**config.mk**
```make
export PLATFORM = sky130hd
export DESIGN_NAME = rc4_decrypt_message_flat
export DESIGN_NICKNAME = d
export VERILOG_FILES = /design/src/rtl/rc4_decrypt_message_if.sv /design/src/rtl/rc4_decrypt_message.sv /design/src/flat_wrapper.sv
export SDC_FILE = /design/constraint.sdc
export NUM_CORES = 1
export LEC_CHECK = 0
export CAP_MARGIN = 20
export CORE_MARGIN = 4
export CORE_UTILIZATION = 35
export CTS_CLUSTER_DIAMETER = 30
export CTS_CLUSTER_SIZE = 8
export DETAILED_ROUTE_END_ITERATION = 10
export PLACE_DENSITY_LB_ADDON = 0.05
export SETUP_SLACK_MARGIN = 0.2
export SLEW_MARGIN = 30
export SYNTH_ARGS = -nofsm -noshare
export SYNTH_HDL_FRONTEND = slang
export SYNTH_SLANG_ARGS = --single-unit
```
**constraint.sdc**
```tcl
create_clock -name clk -period 1.9 [get_ports clk]
set_input_delay 0.19 -clock clk [delete_from_list [all_inputs] [get_ports clk]]
set_output_delay 0.19 -clock clk [all_outputs]
set_load 0.05 [all_outputs]
```
**src/rtl/rc4_decrypt_message_if.sv**
```systemverilog
`timescale 1ns/1ps
// Bus bundle for the RC4 PRGA stage: start/finish handshake, S RAM port,
// encrypted-message ROM port and decrypted-message RAM port.
interface rc4_decrypt_message_if #(
    parameter int MSG_ADDR_W = 5
);
    logic                  start;
    logic                  finish;
    logic [7:0]            s_address;
    logic [7:0]            s_data;
    logic                  s_wren;
    logic [7:0]            s_q;
    logic [MSG_ADDR_W-1:0] rom_address;
    logic [7:0]            rom_q;
    logic [MSG_ADDR_W-1:0] dec_address;
    logic [7:0]            dec_data;
    logic                  dec_wren;

    // Controller / memory side: issues start, returns memory read data.
    modport master (
        output start,
        output s_q,
        output rom_q,
        input  finish,
        input  s_address,
        input  s_data,
        input  s_wren,
        input  rom_address,
        input  dec_address,
        input  dec_data,
        input  dec_wren
    );

    // Decrypt stage side.
    modport slave (
        input  start,
        input  s_q,
        input  rom_q,
        output finish,
        output s_address,
        output s_data,
        output s_wren,
        output rom_address,
        output dec_address,
        output dec_data,
        output dec_wren
    );
endinterface

```
**src/rtl/rc4_decrypt_message.sv**
```systemverilog
`timescale 1ns/1ps
// RC4 PRGA stage: generates MSG_LEN keystream bytes from the permuted S RAM,
// XORs them with the encrypted ROM and writes the result to the decrypted RAM.
// S and ROM reads have two cycles of latency, hence the RD/WT/CP triplets.
module rc4_decrypt_message #(
    parameter int MSG_LEN    = 32,
    parameter int MSG_ADDR_W = 5
) (
    input logic                  clk,
    input logic                  reset_n,
    rc4_decrypt_message_if.slave bus
);

    typedef enum logic [3:0] {
        ST_IDLE,
        ST_INIT,
        ST_RD_SI,
        ST_WT_SI,
        ST_CP_SI,
        ST_RD_SJ,
        ST_WT_SJ,
        ST_CP_SJ,
        ST_WR_SI,
        ST_WR_SJ,
        ST_RD_F,
        ST_WT_F,
        ST_CP_F,
        ST_WR_DEC
    } state_t;

    localparam logic [MSG_ADDR_W-1:0] K_LAST = MSG_ADDR_W'(MSG_LEN - 1);

    state_t                state_q, state_d;
    logic [7:0]            i_q, i_d;
    logic [7:0]            j_q, j_d;
    logic [MSG_ADDR_W-1:0] k_q, k_d;
    logic [7:0]            si_q, si_d;
    logic [7:0]            sj_q, sj_d;
    logic [7:0]            f_q, f_d;

    // State and datapath registers; reset returns the block to IDLE at once.
    always_ff @(posedge clk or negedge reset_n) begin
        if (!reset_n) begin
            state_q <= ST_IDLE;
            i_q     <= '0;
            j_q     <= '0;
            k_q     <= '0;
            si_q    <= '0;
            sj_q    <= '0;
            f_q     <= '0;
        end else begin
            // NOTE: non-blocking assignments so every register samples the
            // pre-edge values of the others, independent of statement order.
            state_q <= state_d;
            i_q     <= i_d;
            j_q     <= j_d;
            k_q     <= k_d;
            si_q    <= si_d;
            sj_q    <= sj_d;
            f_q     <= f_d;
        end
    end

    // Next-state and datapath update: one PRGA byte every 12 cycles.
    always_comb begin
        // NOTE: every signal written here gets a default first, so no path
        // through the case leaves one unassigned and infers a latch.
        state_d = state_q;
        i_d     = i_q;
        j_d     = j_q;
        k_d     = k_q;
        si_d    = si_q;
        sj_d    = sj_q;
        f_d     = f_q;
        unique case (state_q)
            ST_IDLE: begin
                if (bus.start) state_d = ST_INIT;
            end
            ST_INIT: begin
                i_d     = 8'd1;
                j_d     = '0;
                k_d     = '0;
                state_d = ST_RD_SI;
            end
            ST_RD_SI: state_d = ST_WT_SI;
            ST_WT_SI: state_d = ST_CP_SI;
            ST_CP_SI: begin
                si_d    = bus.s_q;
                j_d     = j_q + bus.s_q;
                state_d = ST_RD_SJ;
            end
            ST_RD_SJ: state_d = ST_WT_SJ;
            ST_WT_SJ: state_d = ST_CP_SJ;
            ST_CP_SJ: begin
                sj_d    = bus.s_q;
                state_d = ST_WR_SI;
            end
            ST_WR_SI: state_d = ST_WR_SJ;
            ST_WR_SJ: state_d = ST_RD_F;
            ST_RD_F:  state_d = ST_WT_F;
            ST_WT_F:  state_d = ST_CP_F;
            ST_CP_F: begin
                f_d     = bus.s_q;
                state_d = ST_WR_DEC;
            end
            ST_WR_DEC: begin
                if (k_q == K_LAST) begin
                    state_d = ST_IDLE;
                end else begin
                    k_d     = k_q + 1'b1;
                    i_d     = i_q + 8'd1;
                    state_d = ST_RD_SI;
                end
            end
            default: state_d = ST_IDLE;
        endcase
    end

    // Memory-port outputs decoded from the current state; zero outside use.
    always_comb begin
        bus.finish      = 1'b0;
        bus.s_address   = '0;
        bus.s_data      = '0;
        bus.s_wren      = 1'b0;
        bus.rom_address = '0;
        bus.dec_address = '0;
        bus.dec_data    = '0;
        bus.dec_wren    = 1'b0;
        if (state_q != ST_IDLE) bus.rom_address = k_q;
        unique case (state_q)
            ST_IDLE: bus.finish = 1'b1;
            ST_RD_SI, ST_WT_SI: bus.s_address = i_q;
            ST_RD_SJ, ST_WT_SJ: bus.s_address = j_q;
            ST_WR_SI: begin
                bus.s_address = i_q;
                bus.s_data    = sj_q;
                bus.s_wren    = 1'b1;
            end
            ST_WR_SJ: begin
                // When i == j this overwrites the previous write with the
                // same value (si == sj), leaving S[i] unchanged.
                bus.s_address = j_q;
                bus.s_data    = si_q;
                bus.s_wren    = 1'b1;
            end
            ST_RD_F, ST_WT_F: bus.s_address = si_q + sj_q;
            ST_WR_DEC: begin
                bus.dec_address = k_q;
                bus.dec_data    = f_q ^ bus.rom_q;
                bus.dec_wren    = 1'b1;
            end
            default: ;
        endcase
    end

endmodule
```
**src/flat_wrapper.sv**
```systemverilog
// flat-port wrapper written by rule: the top's interface ports become plain ports
module rc4_decrypt_message_flat 
#(
    parameter int MSG_LEN    = 32,
    parameter int MSG_ADDR_W = 5
)
  (clk, reset_n, bus_start, bus_s_q, bus_rom_q, bus_finish, bus_s_address, bus_s_data, bus_s_wren, bus_rom_address, bus_dec_address, bus_dec_data, bus_dec_wren);
  rc4_decrypt_message_if #(.MSG_ADDR_W(MSG_ADDR_W)) bus_i ();
  input logic clk;
  input logic reset_n;
  input wire logic [$bits(bus_i.start)-1:0] bus_start;
  input wire logic [$bits(bus_i.s_q)-1:0] bus_s_q;
  input wire logic [$bits(bus_i.rom_q)-1:0] bus_rom_q;
  output wire logic [$bits(bus_i.finish)-1:0] bus_finish;
  output wire logic [$bits(bus_i.s_address)-1:0] bus_s_address;
  output wire logic [$bits(bus_i.s_data)-1:0] bus_s_data;
  output wire logic [$bits(bus_i.s_wren)-1:0] bus_s_wren;
  output wire logic [$bits(bus_i.rom_address)-1:0] bus_rom_address;
  output wire logic [$bits(bus_i.dec_address)-1:0] bus_dec_address;
  output wire logic [$bits(bus_i.dec_data)-1:0] bus_dec_data;
  output wire logic [$bits(bus_i.dec_wren)-1:0] bus_dec_wren;
  assign bus_i.start = bus_start;
  assign bus_i.s_q = bus_s_q;
  assign bus_i.rom_q = bus_rom_q;
  assign bus_finish = bus_i.finish;
  assign bus_s_address = bus_i.s_address;
  assign bus_s_data = bus_i.s_data;
  assign bus_s_wren = bus_i.s_wren;
  assign bus_rom_address = bus_i.rom_address;
  assign bus_dec_address = bus_i.dec_address;
  assign bus_dec_data = bus_i.dec_data;
  assign bus_dec_wren = bus_i.dec_wren;
  rc4_decrypt_message #(.MSG_LEN(MSG_LEN), .MSG_ADDR_W(MSG_ADDR_W)) u_core (.clk(clk), .reset_n(reset_n), .bus(bus_i));
endmodule
```
==> results.cfg <==
[logic_synthesis]
syn_area_mm2 = 0.00310
ys_types = 50
async_flop_share_pct = 100
synth_seq_cells = 49
synth-edff-count = 0
seq_area_frac_synth_pct = 39.6
avgSynthCellArea_um2 = 10.1
synth_flop_cell = dfrtp_1
syn-num-nets = 344
ys_warn_count = 0
syn_inst = 306

[global_route]
grt_pass1_wl_um = 14900
grt_use_total_pct = 18.5
antenna_found_initial = 0
grt_overflow = 0
grt_pass1_vias = 2883
grt_max_degree = 50

[placement]
portBuffers = 55
place_inst = 515
place.gp.congestion = 0.839
placed_cell_area_mm2 = 0.00473
dpl.hpwl_um = 6710

[sta]
fin_skew_ns = 0.00480
fmaxAchievable_mhz = 425
slew_violations = 0
timing.final.crit_share_pct = 124
setup_viol = 10
min_period_ns = 2.35
finalHoldViolCount = 0
worstMarginPinSlew_ns = 0.400
rsz0062_at_grt = yes
setup_ws_ns = -0.453
max_slew_margin_pct = 73.3

[clock_network]
cts_inserted_buffers = 5
cts.sinks = 49
htree_levels = 2
cts_buffer_depth = 2
cts_root_buffer = clkbuf_8
clock_latency_ns = 0.30
cts_tree = done
path_clk_slew_ns = 0.09

[power_and_ir_drop]
switching_power_mw = 4.06
switching_share_pct = 43.5
vdd_ir_drop_max_v = 0.000826
power_frac_clock_pct = 8.5
intPower_mw = 5.28
finalPower_mw = 9.34
p_comb_share_pct = 70.4
power_density_mw_per_mm2 = 1660
p_leak_nw = 2.40
power_frac_seq_pct = 21.0

[cells_and_area]
antenna_cells = 0
nFillCells = 699
drive_above_1_share_pct = 60.4
fin_cells = 557
design_area_mm2 = 0.00563
final_nets = 486
syn_to_final_growth_pct = 81.7

[routing]
drtIter0Drc = 70
ant_nets = 0
firstDrtPassIters = 4
vias_per_cell = 5.01
vias = 2789
drc_errors = 0
wl_per_cell_um = 16.6
routed_wirelength_um = 9230

[critical_path]
crit_required_ns = 1.71
cp-start-kind = flop
worstPathMaxFanout = 3
r2r-end = u_core.i_q[7]
rr_worst_depth = 9
rrSetupSlack_ns = -0.02
criticalPathCategory = flop to output port
cp-end-kind = output port
cp.arrival_ns = 2.16
startpoint = u_core.si_q[0]
endpoint = bus_s_address[6]
r2r-start = u_core.k_q[1]

[floorplan]
start_util_pct = 35.7
die_area_mm2 = 0.0104
die_w_um = 102
die-height_um = 102
pin_count = 56
placementRows = 34
core_area_mm2 = 0.00868

[run_status]
outcome = complete, but fails checks
violations = negative setup slack

[hold_path]
hold_class = input pin to flop

[job]
drv_cap = 0
==> per-layer routing <==
| metal | track usage (%) | vias up | wire [um] | share of wire (%) |
|---|---|---|---|---|
| met2 | 32.5 | 50 | 4680 | 51 |
| met3 | 2.73 | 13 | 276 | 3.0 |
| met5 | 0 | - | 0 | 0 |
| met1 | 23.8 | 1364 | 4060 | 44 |
| li1 | - | 1362 | - | - |
| met4 | 4.64 | 0 | 213 | 2.3 |
==> kinds of logic (layout without fill, tap and decap cells) <==
| group | after synthesis | after routing | share of synthesized area [%] |
|---|---|---|---|
| buffers and inverters | 19 | 162 | 3.07 |
| DFF | 49 | 49 | 39.6 |
| and+or+nand+nor | 98 | 98 | 16.8 |
| muxes | 36 | 36 | 12.6 |
| adders and majority gates | 19 | 19 | 8.15 |
| xor gates and xnor gates | 25 | 25 | 7.06 |
| AOI/OAI and AO/OA | 60 | 60 | 12.8 |
==> Yosys cell counts (6+ instances only) <==
| library cell | count | share of area [%] |
|---|---|---|
| mux2_2 | 23 | 8.4 |
| a22o_1 | 6 | 1.7 |
| dfrtp_1 | 49 | 40 |
| nor2b_1 | 9 | 1.8 |
| xnor2_1 | 16 | 4.5 |
| xor2_1 | 9 | 2.5 |
| nand2_1 | 20 | 2.4 |
| a21oi_1 | 10 | 1.6 |
| a22oi_1 | 6 | 1.5 |
| inv_1 | 9 | 1.1 |
| nor2_1 | 32 | 3.9 |
| mux2i_1 | 13 | 4.2 |
| o21ai_0 | 18 | 2.9 |
| ha_1 | 17 | 6.9 |
==> sequential cells by signal, summed over array words and instances, names as in the netlist <==
signal          cells
u_core.f_q          8
u_core.i_q          8
u_core.j_q          8
u_core.si_q         8
u_core.sj_q         8
u_core.k_q          5
u_core.state_q      4
==> placed cells by master (no fill, tap or decap), types with 9 or more instances in the layout <==
master / instances
buf_12: 41
buf_4: 71
nor2_4: 18
clkdlybuf4s50_1: 15
buf_6: 11
nor2_1: 11
dfrtp_1: 41
o21ai_0: 9
mux2_2: 23
xnor2_1: 10
nand2_1: 17
==> worst min path at each step <==
stage,endpoint,slack [ns],cells after the start,startpoint
2_1_floorplan,u_core.f_q[0],-0.11,0,reset_n
3_3_place_gp,u_core.i_q[4],0.20,2,reset_n
3_5_place_dp,u_core.i_q[3],0.21,2,reset_n
4_1_cts,u_core.si_q[0],0.37,2,bus_s_q[0]
5_1_grt,u_core.si_q[0],0.39,2,bus_s_q[0]
6_report,u_core.si_q[0],0.37,2,bus_s_q[0]
==> through the flow <==
stage | hold slack (ns) | TNS (ns) | worst slack, ns | utilization, %
floorplan | -0.106 | -1.68 | -0.120 | -
global placement | 0.203 | -1.07 | -0.244 | 54.5
detailed placement | 0.205 | -1.30 | -0.328 | 54.5
CTS | 0.372 | -2.17 | -0.443 | 62.3
global route | 0.386 | -3.36 | -0.581 | 64.9
finish | 0.374 | -2.15 | -0.453 | 64.9
==> worst max-delay path, stage by stage (launching register included) <==
cell	delay (ns)
dfrtp_1	0.42
ha_4	0.18
inv_2	0.05
fa_2	0.19
nor2b_2	0.05
o21ai_1	0.11
nand2b_1	0.14
a2111oi_4	0.34
a31oi_2	0.08
o21ai_4	0.15
buf_12	0.15
==> layout make-up <==
cell class                 instances  area, um2  share of cell area, %
multi-input combinational        238       2400                   42.6
timing repair buffer             145       1710                   30.3
sequential                        49       1240                   22.0
tap                              108        135                   2.40
clock buffer                       7       86.3                   1.53
inverter                           9       40.0                  0.711
clock inverter                     1       30.0                  0.533
==> power by group through the flow <==
| stage | clock network (mW) | registers, mW | logic (mW) |
|---|---|---|---|
| floorplan | 0 | 1.74 | 3.35 |
| global placement | 0 | 1.89 | 5.16 |
| detailed placement | 0 | 1.91 | 5.21 |
| CTS | 0.813 | 1.93 | 6.21 |
| global route | 0.849 | 2.02 | 7.06 |
| finish | 0.798 | 1.97 | 6.58 |
==> repair_timing <==
item,CTS,global route
gates resized for setup,87,29
hold buffers,1,0
cloned,1,0
endpoints found under the hold margin,49,0
setup buffers,23,9
pin swaps,41,28
setup endpoints to repair,54,58
Note: power is estimated with default switching activity, not from simulation.
==> edit: new RTL, config.mk and constraints unchanged <==
`MSG_ADDR_W` is set to 5 in 3 places; all go to 7.
--- a/src/rtl/rc4_decrypt_message_if.sv
+++ b/src/rtl/rc4_decrypt_message_if.sv
@@ -3,5 +3,5 @@
 // encrypted-message ROM port and decrypted-message RAM port.
 interface rc4_decrypt_message_if #(
-    parameter int MSG_ADDR_W = 5
+    parameter int MSG_ADDR_W = 7
 );
     logic                  start;
--- a/src/rtl/rc4_decrypt_message.sv
+++ b/src/rtl/rc4_decrypt_message.sv
@@ -5,5 +5,5 @@
 module rc4_decrypt_message #(
     parameter int MSG_LEN    = 32,
-    parameter int MSG_ADDR_W = 5
+    parameter int MSG_ADDR_W = 7
 ) (
     input logic                  clk,
--- a/src/flat_wrapper.sv
+++ b/src/flat_wrapper.sv
@@ -3,5 +3,5 @@
 #(
     parameter int MSG_LEN    = 32,
-    parameter int MSG_ADDR_W = 5
+    parameter int MSG_ADDR_W = 7
 )
   (clk, reset_n, bus_start, bus_s_q, bus_rom_q, bus_finish, bus_s_address, bus_s_data, bus_s_wren, bus_rom_address, bus_dec_address, bus_dec_data, bus_dec_wren);
Ports: changed (resized bus_dec_address and bus_rom_address); port bits go from 56 to 60. No check against the original RTL was run, so the function may have changed too.
==> edit against the unedited design <==
The flow still finishes with violations (setup timing). Sequential cell count grew 2. Critical path type unchanged. Die area grew 3.5%. Sequential share of layout area shrank 0.86 points. First-iteration DRC count grew 14%. Highest routed layer unchanged. Wire length grew 8.9%. Critical endpoint is now bus_s_address[7]. Final cell count grew 5.9%. Design area grew 8.0%. Worst hold slack lost 370 ps. Clock skew grew 6.1 ps. Register-to-register slack gained 30 ps. Power grew 8.8%. Worst setup slack lost 210 ps. Area after synthesis grew 3.8%. Largest cell class unchanged.
==> edit: results (changes against the unedited design) <==
Clock tree
  – Setup Buffers After CTS: 26 (was 23)
  – Root buf cell: clkbuf_8 (unchanged)
  – Cts repair resizes: 142 (was 87)

Global route
  – Global routing met2 resource utilization: 31.7% (was 32.5%)
  – Routing usage on met1: 23.4% (was 23.8%)
  – Gr ovfl total: 0 (unchanged)
  – First-pass GRT wire length: 15800 um (was 14900 um)
  – Largest net degree at the start of global routing: 52 (was 50)
  – GRT Total Usage: 18.1% (was 18.5%)

Cells and area
  – Nets: 518 (was 486)
  – Finished Layout Cells: 590 (was 557)
  – Layout cells sized above 1: 59.1% (was 60.4%)
  – ANT cells: 0 (unchanged)

Logic synthesis
  – Syn avg cell area: 10.2 um2 (was 10.1 um2)
  – Syn_nets: 352 (was 344)
  – Sequential-to-total area share from yosys stat: 39.7% (was 39.6%)
  – Ranking of synthesized cells by area: dfrtp_1, mux2_2, ha_1, xnor2_1, mux2i_1 (unchanged)
  – Netlist cell types: 46 (was 50)
  – Most frequent cells after synthesis: dfrtp_1, nor2_1, mux2_2 (unchanged)

Placement
  – IO buf count: 59 (was 55)
  – Post-place setup slack: -313 ps (was -328 ps)
  – DP Wirelength: 6750 um (was 6710 um)
  – GPL Wtd Cong: 0.822 (was 0.839)
  – Placed Area: 4850 um2 (was 4730 um2)
  – Placed cell count: 535 (was 515)

Routing
  – Initial DRC Count: 80 (was 70)
  – Routed length per instance: 17.0 um (was 16.6 um)
  – Vias/cell: 5.08 (was 5.01)

Worst setup path
  – Max incr delay on CP: 450 ps (was 420 ps)
  – Critical Path Fanout Max: 2 (was 3)
  – CP max-delay cell: o41a_1 (was dfrtp_1)

Outcome
  – Failing checks: setup timing (unchanged)
  – Outcome: finished with violations (unchanged)

Power
  – Leak pwr: 2.71 nW (was 2.40 nW)
  – Internal power: 0.00592 W (was 0.00528 W)
  – Worst VDD drop: 0.698 mV (was 0.826 mV)
  – Total combinational power: 0.00754 W (was 0.00658 W)
  – Power Clock: 0.000690 W (was 0.000798 W)
  – Overall Power: 0.0102 W (was 0.00934 W)

Timing
  – Setup Viol. Count Final: 24 (was 10)
  – Post-route setup slack: -658 ps (was -453 ps)
  – Least-Margin Pin Slew: 687 ps (was 400 ps)
  – Setup Total Neg Slack: -3860 ps (was -2150 ps)
  – Clock skew: 10.9 ps (was 4.80 ps)

Min path
  – Hold Crit Class: input pin to async pin (was input pin to register)
-- edit: cell types whose count changed in the layout (fill, tap and decap cells not counted), moves of 4 or more --
cell,unedited run,this run
buf_6,11,46
mux2_4,0,23
nand3_1,1,5
mux2i_1,8,14
nor2_1,11,15
a21oi_2,6,2
mux2_2,23,0
dfrtp_1,41,46
buf_4,71,65
nand2_1,17,7
-- edit: worst paths after layout --
kind / startpoint / depth (start not counted) / slack, ps / to
setup / recovery: u_core.sj_q[1] / 8 / -660 / bus_s_address[7]
hold / removal: reset_n / 2 / 7 / u_core.k_q[0]
max in group asynchronous: reset_n / 2 / 1400 / u_core.state_q[0]
min in group clk: bus_s_q[0] / 2 / 450 / u_core.f_q[0]
setup reg to reg: u_core.state_q[1] / 9 / 10 / u_core.k_q[2]
hold reg to reg: u_core.j_q[7] / 1 / 480 / u_core.j_q[7]
-- edit: area by class of cell --
class | instances | area (um2)
Sequential cell | 51 | 1280
Timing Repair Buffer | 169 | 1970
Inverter | 8 | 40.0
Clock buffer | 8 | 100
Multi-Input combinational cell | 246 | 2550
Fill cell | 662 | 2770
Tap cell | 108 | 135
-- edit: cells by family (layout without fill, tap and decap cells) --
family                   count (synthesis)  after routing  share of synthesized area, %
adder cells (fa/ha/maj)                 18             18                          7.47
XOR/XNOR                                28             28                          7.63
AND/OR/NAND/NOR                        100            101                          16.8
AO/OA/AOI/OAI                           62             62                          13.0
buffers and inverters                   19            185                          2.92
flip-flops                              51             51                          39.7
multiplexers                            37             37                          12.4
-- edit: routing by layer --
| metal | vias up | wire length [um] |
|---|---|---|
| met1 | 1482 | 4490 |
| li1 | 1448 | - |
| met5 | - | 0 |
| met2 | 63 | 5140 |
| met4 | 0 | 79 |
| met3 | 5 | 348 |
